### src/rtl/frame_manager_pkg.sv
// Shared definitions for the frame-manager write-source bus.
// Every bus client imports this package for its select and field widths.
package frame_manager_pkg;
  localparam int SOURCE_SEL_ADDRW = 3;
  localparam int WRITE_ADDR_W     = 32;
endpackage

### src/rtl/ship_sprite_draw_pkg.sv
// Local types and helpers for the player-sprite write source.
package ship_sprite_draw_pkg;
  localparam int POS_W = 11;

  typedef enum logic [1:0] {
    IDLE       = 2'd0,
    WAIT_GRANT = 2'd1,
    DRAW       = 2'd2,
    DONE       = 2'd3
  } draw_state_t;

  // Pixels inside the 2x2 squares at each sprite corner are see-through.
  function automatic logic is_corner(input int c, input int r, input int w, input int h);
    return ((c < 2) || (c >= w - 2)) && ((r < 2) || (r >= h - 2));
  endfunction
endpackage

### src/rtl/sprite_pos_clamp.sv
// One axis of sprite position: register plus saturating step up/down.
module sprite_pos_clamp
  import ship_sprite_draw_pkg::*;
#(
  parameter int START   = 0,
  parameter int MAX_POS = 624,
  parameter int STEP    = 4
) (
  input  logic             clk,
  input  logic             reset,
  input  logic             update,
  input  logic             inc,
  input  logic             dec,
  output logic [POS_W-1:0] pos
);
  logic [POS_W-1:0] pos_reg, pos_next;
  logic [POS_W:0]   sum;

  // One spare bit keeps the sum from wrapping before the clamp compares it.
  assign sum = {1'b0, pos_reg} + (POS_W+1)'(STEP);

  always_comb begin
    pos_next = pos_reg;
    if (update && inc && !dec) begin
      if (sum > (POS_W+1)'(MAX_POS)) pos_next = POS_W'(MAX_POS);
      else                           pos_next = sum[POS_W-1:0];
    end else if (update && dec && !inc) begin
      if (pos_reg < POS_W'(STEP)) pos_next = '0;
      else                        pos_next = pos_reg - POS_W'(STEP);
    end
  end

  always_ff @(posedge clk or posedge reset) begin
    if (reset) pos_reg <= POS_W'(START);
    else       pos_reg <= pos_next;
  end

  assign pos = pos_reg;
endmodule

### src/rtl/ship_sprite_draw.sv
// Joystick-driven player sprite: moves once per frame, then streams its
// pixels to the frame manager whenever this source owns the write bus.
module ship_sprite_draw
  import frame_manager_pkg::*;
  import ship_sprite_draw_pkg::*;
#(
  parameter int                SOURCE_ID   = 3,
  parameter int                COLOR_DEPTH = 9,
  parameter logic [COLOR_DEPTH-1:0] SHIP_COLOR = 9'b111111000,
  parameter int                SPRITE_W    = 16,
  parameter int                SPRITE_H    = 16,
  parameter int                SCREEN_W    = 640,
  parameter int                SCREEN_H    = 480,
  parameter int                STEP        = 4,
  parameter int                START_X     = 312,
  parameter int                START_Y     = 400
) (
  input  logic                        clk,
  input  logic                        reset,
  input  logic                        frame,
  input  logic                        Left,
  input  logic                        Right,
  input  logic                        Up,
  input  logic                        Down,
  input  logic [SOURCE_SEL_ADDRW-1:0] write_source_sel,
  input  logic                        write_awaited,
  output logic                        write_active,
  output logic [WRITE_ADDR_W-1:0]     write_x_addr,
  output logic [WRITE_ADDR_W-1:0]     write_y_addr,
  output logic [COLOR_DEPTH-1:0]      write_color_data,
  output logic                        write_transparent
);
  localparam int COL_W = $clog2(SPRITE_W);
  localparam int ROW_W = $clog2(SPRITE_H);

  draw_state_t      state_reg, state_next;
  logic [COL_W-1:0] col_reg, col_next;
  logic [ROW_W-1:0] row_reg, row_next;
  logic [POS_W-1:0] pos_x, pos_y;
  logic             granted, last_col, last_row;

  sprite_pos_clamp #(.START(START_X), .MAX_POS(SCREEN_W - SPRITE_W), .STEP(STEP)) u_clamp_x (
    .clk(clk), .reset(reset), .update(frame), .inc(Right), .dec(Left), .pos(pos_x)
  );

  sprite_pos_clamp #(.START(START_Y), .MAX_POS(SCREEN_H - SPRITE_H), .STEP(STEP)) u_clamp_y (
    .clk(clk), .reset(reset), .update(frame), .inc(Down), .dec(Up), .pos(pos_y)
  );

  assign granted  = (write_source_sel == SOURCE_SEL_ADDRW'(SOURCE_ID));
  assign last_col = (col_reg == COL_W'(SPRITE_W - 1));
  assign last_row = (row_reg == ROW_W'(SPRITE_H - 1));

  // A frame pulse in any state abandons the current sprite and restarts it.
  always_comb begin
    state_next = state_reg;
    col_next   = col_reg;
    row_next   = row_reg;
    if (frame) begin
      state_next = WAIT_GRANT;
      col_next   = '0;
      row_next   = '0;
    end else begin
      case (state_reg)
        WAIT_GRANT: if (granted) state_next = DRAW;
        DRAW: begin
          if (!granted) begin
            state_next = WAIT_GRANT;
          end else if (write_awaited) begin
            if (last_col) begin
              col_next = '0;
              if (last_row) begin
                row_next   = '0;
                state_next = DONE;
              end else begin
                row_next = row_reg + ROW_W'(1);
              end
            end else begin
              col_next = col_reg + COL_W'(1);
            end
          end
        end
        default: ;
      endcase
    end
  end

  always_ff @(posedge clk or posedge reset) begin
    if (reset) begin
      state_reg <= IDLE;
      col_reg   <= '0;
      row_reg   <= '0;
    end else begin
      state_reg <= state_next;
      col_reg   <= col_next;
      row_reg   <= row_next;
    end
  end

  // Zero when idle so the manager can OR all sources together.
  always_comb begin
    write_active      = 1'b0;
    write_x_addr      = '0;
    write_y_addr      = '0;
    write_color_data  = '0;
    write_transparent = 1'b0;
    if ((state_reg == DRAW) && granted) begin
      write_active      = 1'b1;
      write_x_addr      = WRITE_ADDR_W'(pos_x) + WRITE_ADDR_W'(col_reg);
      write_y_addr      = WRITE_ADDR_W'(pos_y) + WRITE_ADDR_W'(row_reg);
      write_color_data  = SHIP_COLOR;
      write_transparent = is_corner(int'(col_reg), int'(row_reg), SPRITE_W, SPRITE_H);
    end
  end
endmodule

### config.mk
export PLATFORM = sky130hd
export DESIGN_NAME = ship_sprite_draw
export DESIGN_NICKNAME = d
export VERILOG_FILES = /design/src/rtl/frame_manager_pkg.sv /design/src/rtl/ship_sprite_draw_pkg.sv /design/src/rtl/sprite_pos_clamp.sv /design/src/rtl/ship_sprite_draw.sv
export SDC_FILE = /design/constraint.sdc
export NUM_CORES = 1
export LEC_CHECK = 0
export ABC_CLOCK_PERIOD_IN_PS = 3450
export CAP_MARGIN = 20
export CELL_PAD_IN_SITES_DETAIL_PLACEMENT = 2
export CELL_PAD_IN_SITES_GLOBAL_PLACEMENT = 2
export CORE_ASPECT_RATIO = 1.1
export CORE_MARGIN = 3
export CORE_UTILIZATION = 28
export CTS_CLUSTER_SIZE = 10
export DETAILED_ROUTE_END_ITERATION = 16
export PLACE_DENSITY = 0.8
export SLEW_MARGIN = 0
export SYNTH_ARGS = -nofsm -noshare
export SYNTH_HDL_FRONTEND = slang
export SYNTH_SLANG_ARGS = --single-unit
### constraint.sdc
create_clock -name clk -period 3.45 [get_ports clk]
set_input_delay 1.035 -clock clk [delete_from_list [all_inputs] [get_ports clk]]
set_output_delay 1.035 -clock clk [all_outputs]
set_load 0.01 [all_outputs]
### Word-level counts from Yosys, hierarchy flattened

Cells that the tools add are included.
W data, S select, Z words.

| operators by class | value |
|---|---|
| add/subtract/negate cells | 8 |
| $lt $le $gt $ge | 8 |
| eq/ne operators | 9 |
| multiplexer cells | 31 |
| reductions and logical operators | 26 |

Operators with widths:

| kind | count |
|---|---|
| $mux W11 | 8 |
| $mux W4 | 11 |
| $add A11 B3 Y12 const B | 2 |
| $add A11 B4 Y12 | 2 |
| $mux W12 | 2 |
| $lt A11 B3 Y1 const B | 2 |
| $sub A11 B3 Y11 const B | 2 |
| $gt A12 B10 Y1 const B | 1 |
| $gt A12 B9 Y1 const B | 1 |
| $mux W2 | 6 |
| $ne A4 B4 Y1 const B | 3 |
| $reduce_bool A2 Y1 | 6 |
| $logic_and A1 B1 Y1 | 10 |
| $mux W9 | 1 |
| $add A4 B1 Y4 const B | 2 |
| $eq A4 B4 Y1 const B | 2 |
| $ge A4 B4 Y1 const B | 2 |
| $lt A4 B2 Y1 const B | 2 |
| $reduce_and A5 Y1 | 1 |
| $logic_not A1 Y1 | 4 |
| $pmux W2 S2 | 1 |
| $reduce_and A4 Y1 | 1 |
| $eq A3 B2 Y1 const B | 1 |
| $ne A3 B3 Y1 const B | 1 |
| 6 further kinds | 8 |

| storage, ports and cells | value |
|---|---|
| register bits | 32 |
| output and inout bits | 75 |
| logic and storage cells | 87 |

### Logic depth before layout (Yosys ltp)

Gate-level depths: netlist of run 1.

| depth | value |
|---|---|
| depth after elaboration | 7 |
| gate-level depth with buffers | 7 |
| mapped depth without buffers | 7 |

### Hierarchy

From an unflattened synthesis of run 1, not the netlist that was laid out.

| second synthesis, totals | value |
|---|---|
| cell total of the unflattened synthesis | 441 |
| area total of the unflattened synthesis | 3437.0 um^2 |

Modules (own cells, without submodules):

| module | instances | cells each | area each (um^2) | seq. area each (um^2) |
|---|---|---|---|---|
| ship_sprite_draw | 1 | 205 | 1616.6 | 250.2 |
| sprite_pos_clamp (u_clamp_x) | 1 | 121 | 932.1 | 230.2 |
| sprite_pos_clamp (u_clamp_y) | 1 | 115 | 888.4 | 229.0 |

### Least setup slack after synthesis of run 1

Ideal clock, no wire load.

| timing | value |
|---|---|
| path kind | input to output |
| start point | in write_source_sel[0] |
| end point | out write_x_addr[10] |
| arrival time | 2.119 ns |
| slack | 0.296 ns |
| stages on the path | 6 |
| buffers on the path | 3 |
| path through | and3b_1 -> clkbuf_1 -> nand2_1 -> clkbuf_1 -> buf_1 -> nor2_1 |

| between the ends | value |
|---|---|
| cells in the longest elaborated chain, start to end | 3 |

RTL lines:

| item | RTL line | source |
|---|---|---|
| from (decl) | ship_sprite_draw.sv:25 | `input logic [SOURCE_SEL_ADDRW-1:0] write_source_sel,` |
| $eq A3 B2 Y1 | ship_sprite_draw.sv:50 | `assign granted = (write_source_sel == SOURCE_SEL_ADDRW'(SOURCE_ID));` |
| $logic_and A1 B1 Y1 | ship_sprite_draw.sv:107 | `if ((state_reg == DRAW) && granted) begin` |
| $mux W12 | ship_sprite_draw.sv:107 |  |
| to (decl) | ship_sprite_draw.sv:28 | `output logic [WRITE_ADDR_W-1:0] write_x_addr,` |

Every way passes these cells.

### Worst setup path after layout of run 1

| timing | value |
|---|---|
| start point | in write_source_sel[1] |
| end point | out write_x_addr[2] |

The elaborated chain is that of the path after synthesis.

==> impl_metrics.toml, run 1 <==
[timing]
drv_slew = 0
final_hold_viol_count = 0
period_minus_slack_ns = 3.400
setup_slack_ns = 0.05037
fmax_mhz = 294.1
finalClockSkew_ns = 0.005778
slew_headroom_pct = 58.92
period_share_pct = 98.54
worst_pin_slew_ns = 0.6143
rsz0062_at_grt = "true"
setup_viol = 0
setup_tns_ns = 0

[clocking]
cts_hold_buffers = 0
cts-buffers-inserted = 3
cts_buffer_depth = 2
htree_levels = 1
cts_num_sinks = 28
cts_tree = "done"
clock_latency_ns = 0.27
clkTransAtPathRegs_ns = 0.07
cts_root_buf = "clkbuf_16"

[power]
power.total_uw = 2273
ir_worst_vdd_mv = 0.2558
p_leak_uw = 0.001654
power_density_nw_per_um2 = 603.0

[routing]
finalWirelength_um = 10510
route.detailed.drc = 0
routed_via_density = 5.146
drt-initial-drc-count = 98
dr.pass1.iters = 4
drt-wirelength-per-cell_um = 17.43
ant_nets = 0
vias = 3103

[floorplanning]
fp.dieW_um = 109.1
core-area_um2 = 11160
ioPinCount = 86
start_util_pct = 29.36
die_h_um = 119.5
dieArea_um2 = 13040
row_count = 40

[setup_path]
max_stage_delay_ns = 0.47
crit_end = "write_x_addr[2]"
reg2reg_depth = 6
reg2reg_from = "u_clamp_x.pos[3]"
required_ns = 2.41
crit_type = "in2out"
critPathLaunchType = "input pin"
cp_max_fo = 13
cp_slowest_cell = "clkdlybuf4s50_1"
cp-startpoint = "write_source_sel[1]"
reg2reg_slack_ns = 1.06
cp.arrival_ns = 2.36
worst_setup_path_end_kind = "output port"
cp_cell_sequence = "clkdlybuf4s50_1 > and3b_2 > nand2_4 > buf_6 > nor2_2 > clkdlybuf4s15_2"
timing.rr.end = "u_clamp_x.pos[2]"

[global_route]
grt_overflow = 0
antenna_found_initial = 0
grtUsageTotal_pct = 16.84
grt_pass1_vias = 3373
grt_pass1_wl_um = 17700
grt_max_degree = 29

[synth]
netlist_area_um2 = 3277
syn_inst = 419
ys_top_cells_by_count = "52 x buf_4, 39 x nor2_1, 37 x nand2_1"
syn_avg_cell_area_um2 = 7.821
async_reset_ff_share_pct = 100.0
synthFlopType = "dfrtp_1"
synth_top_cell_area_share_pct = 16.04
synth.area.top_cells = "dfrtp_1 16%, buf_4 12%, dfstp_2 5.6%"
yosysMostFrequentCell = "buf_4"
synth-edff-count = 0
synth_largest_area_cell = "dfrtp_1"
synth_seq_area_share_pct = 21.65
ys.warnings.count = 0
ys_seq_elements = 28
synth_cell_types = 76

[placed_design]
dp_hpwl_um = 8220
dpl_worst_slack_ns = -0.4217
place_congestion = 0.8502
numPortBuffers = 42
dp_cells = 599

[hold_path]
min_path_cells = 2
holdCritPathClass = "reg2reg"

[final_layout]
antennaDiodeCount = 0
n_fill_cell = 1307
final_cells = 603
fin_nets = 482
area_delta_synth_final_pct = 15.01
final_util_pct = 33.77
final_layout_size_suffix_gt1_share_pct = 17.98

[status]
outcome = "finished clean"

[job]
maxCapViolations = 0
==> per-layer routing <==
metal | up-vias | global-route usage (%) | wire length, um
li1 | 1482 | - | -
met1 | 1558 | 20.94 | 4401
met3 | 8 | 1.734 | 292
met5 | - | 0 | 0
met2 | 55 | 30.95 | 5703
met4 | 0 | 3.236 | 114
==> power by group <==
part | leakage [uW] | internal (uW) | switching (uW)
Combinational | 0.00126 | 506 | 741
Sequential | 0.000342 | 462 | 203
Clock | 0.0000511 | 232 | 129
Total | 0.00165 | 1200 | 1070
==> how the worst min path moves through the flow <==
stage                 start           end
2_1_floorplan    col_reg[0]    col_reg[0]
3_3_place_gp   state_reg[1]  state_reg[0]
3_5_place_dp   state_reg[1]  state_reg[0]
4_1_cts          col_reg[0]    col_reg[0]
5_1_grt        state_reg[1]  state_reg[1]
6_report       state_reg[1]  state_reg[0]
==> area by class of cell <==
type | count | area [um^2] | area share [%]
multi-input cells | 345 | 2205 | 58.50
flip-flops and latches | 28 | 709.4 | 18.82
repair buffers | 66 | 514.2 | 13.65
inverters | 13 | 51.30 | 1.361
clock inverters | 1 | 30.03 | 0.7968
clock buffers | 3 | 75.07 | 1.992
well taps | 147 | 183.9 | 4.880
==> cells by family after synthesis <==
group / after synthesis / share of synthesized area (%)
flip-flops: 28 / 21.65
XOR/XNOR: 24 / 6.415
AO/OA/AOI/OAI: 93 / 21.34
buffers and inverters: 90 / 16.80
multiplexers: 3 / 0.9164
other: 1 / 0.1144
adder cells (fa/ha/maj): 15 / 5.689
AND/OR/NAND/NOR: 165 / 27.07
==> through the flow <==
stage	hold slack (ns)	cell area, um^2
final	0.5601	3769
after global routing	0.5863	3769
after CTS	0.5619	3815
after detailed placement	0.5508	3725
after global placement	0.5231	3725
after floorplan	0.4952	3442
==> critical path, delay by kind of cell <==
family / cells / cell delay, ns
buffers and inverters: 3 / 0.88
and+or+nand+nor: 3 / 0.44
==> layout by cell type, fill, tap and decap left out, types with 6 or more instances in the layout <==
cell type         n
conb_1           45
nand2_1          36
nor2_1           36
o21ai_0          22
dfrtp_1          21
buf_4            21
nand3_1          18
a21oi_1          17
xnor2_1          16
nor3_1           14
ha_1             14
clkbuf_2         13
inv_1            12
dlygate4sd2_1    11
clkdlybuf4s50_1   9
xor2_1            8
nand4_1           8
or3_1             7
dfstp_2           7
and3_1            6
==> repair_timing <==
| action | in CTS | in global routing |
|---|---|---|
| gates resized for setup | 60 | 32 |
| pin swaps | 0 | 0 |
| setup buffers | 1 | 0 |
| gates cloned | 0 | 0 |
| endpoints found under the setup margin | 32 | 20 |
| hold endpoints to repair | 0 | 0 |
Power figures use the tool's default switching activity.
==> inputs of run 2 (changes only) <==
--- a/config.mk
+++ b/config.mk
@@ -14,7 +14,9 @@
 export CORE_UTILIZATION = 28
 export CTS_CLUSTER_SIZE = 10
 export DETAILED_ROUTE_END_ITERATION = 16
+export MAX_ROUTING_LAYER = met4
 export PLACE_DENSITY = 0.8
+export REMOVE_ABC_BUFFERS = 1
 export SLEW_MARGIN = 0
 export SYNTH_ARGS = -nofsm -noshare
 export SYNTH_HDL_FRONTEND = slang
==> impl_metrics.toml, run 2 (synthesized netlist as in run 1, its figures left out) <==
[status]
outcome = "finished clean"

[clocking]
cts_num_sinks = 28
cts_buffer_depth = 2
cts_hold_buffers = 0
post_cts_buffers = 0
clkTransAtPathRegs_ns = 0.08
cts_root_buf = "clkbuf_16"
cts_tree = "done"
cts-buffers-inserted = 3
htree_levels = 1
clock_latency_ns = 0.27

[timing]
finalClockSkew_ns = 0.008363
worst_pin_slew_ns = 0.6869
period_share_pct = 99.78
setup_tns_ns = 0
rsz0062_at_grt = "true"
final_hold_viol_count = 0
fmax_mhz = 290.5
slew_headroom_pct = 54.06
period_minus_slack_ns = 3.442
drv_slew = 0
setup_viol = 0

[power]
power.total_uw = 2253
internal_power_uw = 1161
p_sw_uw = 1091
p_leak_uw = 0.001621
switching_share_pct = 48.45
ir_worst_vdd_mv = 0.2634
p_seq_share_pct = 29.2
power_density_nw_per_um2 = 599.5
p_clk_share_pct = 13.5
pwr-share-comb_pct = 57.3

[hold_path]
holdCritStartpoint = "state_reg[1]"
holdCritPathClass = "reg2reg"
min_path_cells = 2
hold_end = "state_reg[0]"

[routing]
finalWirelength_um = 11140
route.detailed.drc = 0
drt-wirelength-per-cell_um = 18.44
drt-initial-drc-count = 98
ant_nets = 0
vias = 3181
routed_via_density = 5.267
dr.pass1.iters = 4

[final_layout]
area_delta_synth_final_pct = 14.66
fin_nets = 483
n_fill_cell = 1325
final_layout_size_suffix_gt1_share_pct = 16.19
final_util_pct = 33.67
final_cell_mix = "45 x conb_1, 38 x nor2_1, 36 x nand2_1, 24 x buf_4, 22 x o21ai_0"
layout.cells.most_common = "conb_1"
antennaDiodeCount = 0

[global_route]
grt_overflow = 0
antenna_found_initial = 0
grtUsageTotal_pct = 17.25
grt_pass1_wl_um = 17720
grt_max_degree = 29
grt_pass1_vias = 3333

[floorplanning]
dieArea_um2 = 13040
row_count = 40
die_h_um = 119.5
fp.dieW_um = 109.1
ioPinCount = 86
core-area_um2 = 11160
start_util_pct = 29.36

[placed_design]
place_congestion = 0.8631
numPortBuffers = 42
dp_hpwl_um = 8634

[setup_path]
required_ns = 2.41
timing.rr.end = "u_clamp_x.pos[7]"
cp_max_fo = 8
reg2reg_depth = 7
worst_setup_path_end_kind = "output port"
max_stage_delay_ns = 0.50
cp_cell_sequence = "clkdlybuf4s50_1 > and3b_2 > nand2_2 > inv_2 > buf_4 > dlygate4sd2_1"
cp.arrival_ns = 2.41
critPathLaunchType = "input pin"
reg2reg_slack_ns = 0.89
cp_slowest_cell = "clkdlybuf4s50_1"
reg2reg_from = "u_clamp_x.pos[3]"
crit_type = "in2out"

[job]
maxCapViolations = 0
## run 2: cell type report
cell class / instances / area, um^2 / share of cell area [%]
Clock buffer: 4 / 88.84 / 2.364
Tap cell: 147 / 183.9 / 4.895
Inverter: 13 / 48.80 / 1.299
Multi-Input combinational cell: 345 / 2192 / 58.34
Timing Repair Buffer: 67 / 534.3 / 14.22
Sequential cell: 28 / 709.4 / 18.88
## run 2: power groups by stage
stage / Sequential (uW) / Clock (uW) / Combinational, uW
after floorplan: 718 / 0 / 770
after CTS: 657 / 316 / 1290
after detailed placement: 659 / 0 / 1280
final: 658 / 303 / 1290
after global routing: 680 / 325 / 1440
after global placement: 654 / 0 / 1210
## run 2: critical path: cells and delay by family
kind,cells,cell delay [ns]
AND/OR/NAND/NOR,2,0.32
buffers and inverters,4,1.04
## run 2: worst max path at each step
stage / start / endpoint / slack (ns)
finish: write_source_sel[0] / write_color_data[8] / 0.008
global route: write_source_sel[1] / write_y_addr[2] / -0.05
CTS: write_source_sel[1] / write_x_addr[10] / 0.001
detailed placement: write_source_sel[1] / write_x_addr[10] / -0.35
global placement: write_source_sel[0] / write_y_addr[11] / -0.34
floorplan: write_source_sel[2] / write_x_addr[11] / -0.16
## run 2: repair_timing
action,4_1_cts,5_1_grt
setup endpoints to repair,32,26
resized for setup,40,33
cloned,0,0
## run 2: metrics by stage
step,hold WS [ns],setup slack (ns),cell area (um^2),cells
after floorplan,0.4952,-0.1614,2940,386
after global placement,0.5174,-0.3403,3732,600
after detailed placement,0.5473,-0.3540,3732,600
after CTS,0.5686,0.001132,3794,604
after global routing,0.5930,-0.05464,3757,604
final,0.5691,0.007742,3757,604
## run 2: per-layer routing
metal	routed length [um]	share of wire, %	GRT usage, %	up-vias
li1	-	-	-	1479
met1	4572	41	20.60	1618
met2	6043	54	30.61	66
met3	306	2.7	1.789	18
met4	216	1.9	4.341	0
met5	0	0	-	-
==> inputs of run 3 (changes only) <==
--- a/config.mk
+++ b/config.mk
@@ -10,7 +10,7 @@
 export CELL_PAD_IN_SITES_DETAIL_PLACEMENT = 2
 export CELL_PAD_IN_SITES_GLOBAL_PLACEMENT = 2
 export CORE_ASPECT_RATIO = 1.1
-export CORE_MARGIN = 3
+export CORE_MARGIN = 2
 export CORE_UTILIZATION = 28
 export CTS_CLUSTER_SIZE = 10
 export DETAILED_ROUTE_END_ITERATION = 16
==> impl_metrics.toml, run 3 (synthesized netlist as in run 1, its figures left out) <==
[status]
outcome = "finished clean"

[timing]
rsz0062_at_grt = "true"
worst_pin_slew_ns = 0.7279
drv_slew = 0
slew_headroom_pct = 51.32
finalClockSkew_ns = 0.004737
final_hold_viol_count = 0
setup_viol = 0
setup_tns_ns = 0
period_share_pct = 99.24
period_minus_slack_ns = 3.424
fmax_mhz = 292.1

[clocking]
cts_root_buf = "clkbuf_16"
cts-buffers-inserted = 3
clkTransAtPathRegs_ns = 0.08
cts_tree = "done"
post_cts_buffers = 0
htree_levels = 1
clock_latency_ns = 0.27
cts_num_sinks = 28
cts_buffer_depth = 2

[final_layout]
area_delta_synth_final_pct = 15.81
final_layout_size_suffix_gt1_share_pct = 16.59
final_cell_mix = "45 x conb_1, 37 x nor2_1, 36 x nand2_1, 23 x buf_4, 22 x o21ai_0"
seq_area_um2 = 709.4
final_util_pct = 33.17
finish.instance_area_um2 = 3795
antennaDiodeCount = 0
fin_nets = 484
layout.cells.most_common = "conb_1"
n_fill_cell = 1367
multiInputGateArea_um2 = 2202

[floorplanning]
row_count = 41
fp.dieW_um = 107.1
dieArea_um2 = 12590
die_h_um = 117.5
start_util_pct = 28.64
ioPinCount = 86
core-area_um2 = 11440

[placed_design]
numPortBuffers = 42
placed_area_um2 = 3736
place_congestion = 0.8588
dp_hpwl_um = 8637

[setup_path]
crit_type = "in2out"
cp.arrival_ns = 2.39
critPathLaunchType = "input pin"
cp_max_fo = 5
worst_setup_path_end_kind = "output port"
required_ns = 2.41

[global_route]
grtUsageTotal_pct = 18.47
grt_pass1_wl_um = 18350
antenna_found_initial = 0
grt_max_degree = 29
grt_pass1_vias = 3489
grt_overflow = 0

[routing]
route.detailed.drc = 0
routed_via_density = 5.215
drt-initial-drc-count = 74
drt-wirelength-per-cell_um = 18.21
vias = 3171
finalWirelength_um = 11070
ant_nets = 0
dr.pass1.iters = 4

[power]
p_leak_uw = 0.001630
ir_worst_vdd_mv = 0.3164
power_density_nw_per_um2 = 600.1

[job]
maxCapViolations = 0

[hold_path]
holdCritPathClass = "reg2reg"
run 3: cell count changes in the layout (fill, tap and decap cells not counted):
cell	before	now
nand2_2	1	0
nor2_2	1	2
clkbuf_2	13	9
nand2_4	0	1
and4_1	3	2
buf_6	1	2
and4_4	0	1
clkdlybuf4s15_1	7	11
dlygate4sd2_1	11	8
nor2_1	38	37
buf_2	0	3
buf_4	24	23
clkdlybuf4s15_2	1	2
run 3: worst max-delay path, stage by stage:
cell,delay [ns]
clkdlybuf4s50_1,0.48
and3b_2,0.22
nand2_4,0.09
inv_2,0.10
and4_4,0.23
clkdlybuf4s15_2,0.22
run 3: path summary, 6_finish.rpt:
check	slack [ns]	from	cells past startpoint	endpoint
max in group asynchronous	1.98	reset	3	u_clamp_y.pos[4]
min in group asynchronous	1.14	reset	3	u_clamp_y.pos[10]
min reg2reg	0.57	col_reg[0]	1	col_reg[0]
max	0.03	write_source_sel[0]	6	write_y_addr[11]
min	0.57	col_reg[0]	1	col_reg[0]
max reg2reg	0.93	u_clamp_x.pos[3]	7	u_clamp_x.pos[7]
run 3: report_power, final:
| part | total (uW) | switching [uW] | leakage [uW] | internal, uW |
|---|---|---|---|---|
| Combinational | 1310 | 785 | 0.00124 | 523 |
| Sequential | 665 | 203 | 0.000342 | 462 |
| Clock | 305 | 127 | 0.0000442 | 178 |
run 3: what timing repair did:
item	in CTS	in global routing
endpoints found under the setup margin	32	27
pin swaps	0	1
cloned	0	1
hold buffers	0	0
resized for setup	50	31
endpoints found under the hold margin	0	0
run 3: final cells by class:
cell class / count / share of cell area, %
flip-flops and latches: 28 / 18.69
multi-input cells: 345 / 58.03
repair buffers: 68 / 14.70
inverters: 13 / 1.286
clock buffers: 4 / 2.341
well taps: 150 / 4.946
run 3: stage by stage:
stage	std cells	power, uW	worst slack, ns	hold slack [ns]
3_5_place_dp	603	1958	-0.3613	0.5485
3_3_place_gp	603	1866	-0.3061	0.5133
6_report	608	2277	0.02607	0.5708
4_1_cts	607	2293	-0.02014	0.5641
2_1_floorplan	386	1487	-0.1614	0.4952
5_1_grt	608	2464	-0.01560	0.6011
run 3: metal layers:
| layer | track usage (%) | vias to the layer above | part of all wire, % |
|---|---|---|---|
| li1 | - | 1474 | - |
| met3 | 1.938 | 12 | 2.5 |
| met2 | 33.86 | 67 | 54 |
| met4 | 4.383 | 0 | 1.5 |
| met5 | - | - | 0 |
| met1 | 21.32 | 1618 | 42 |
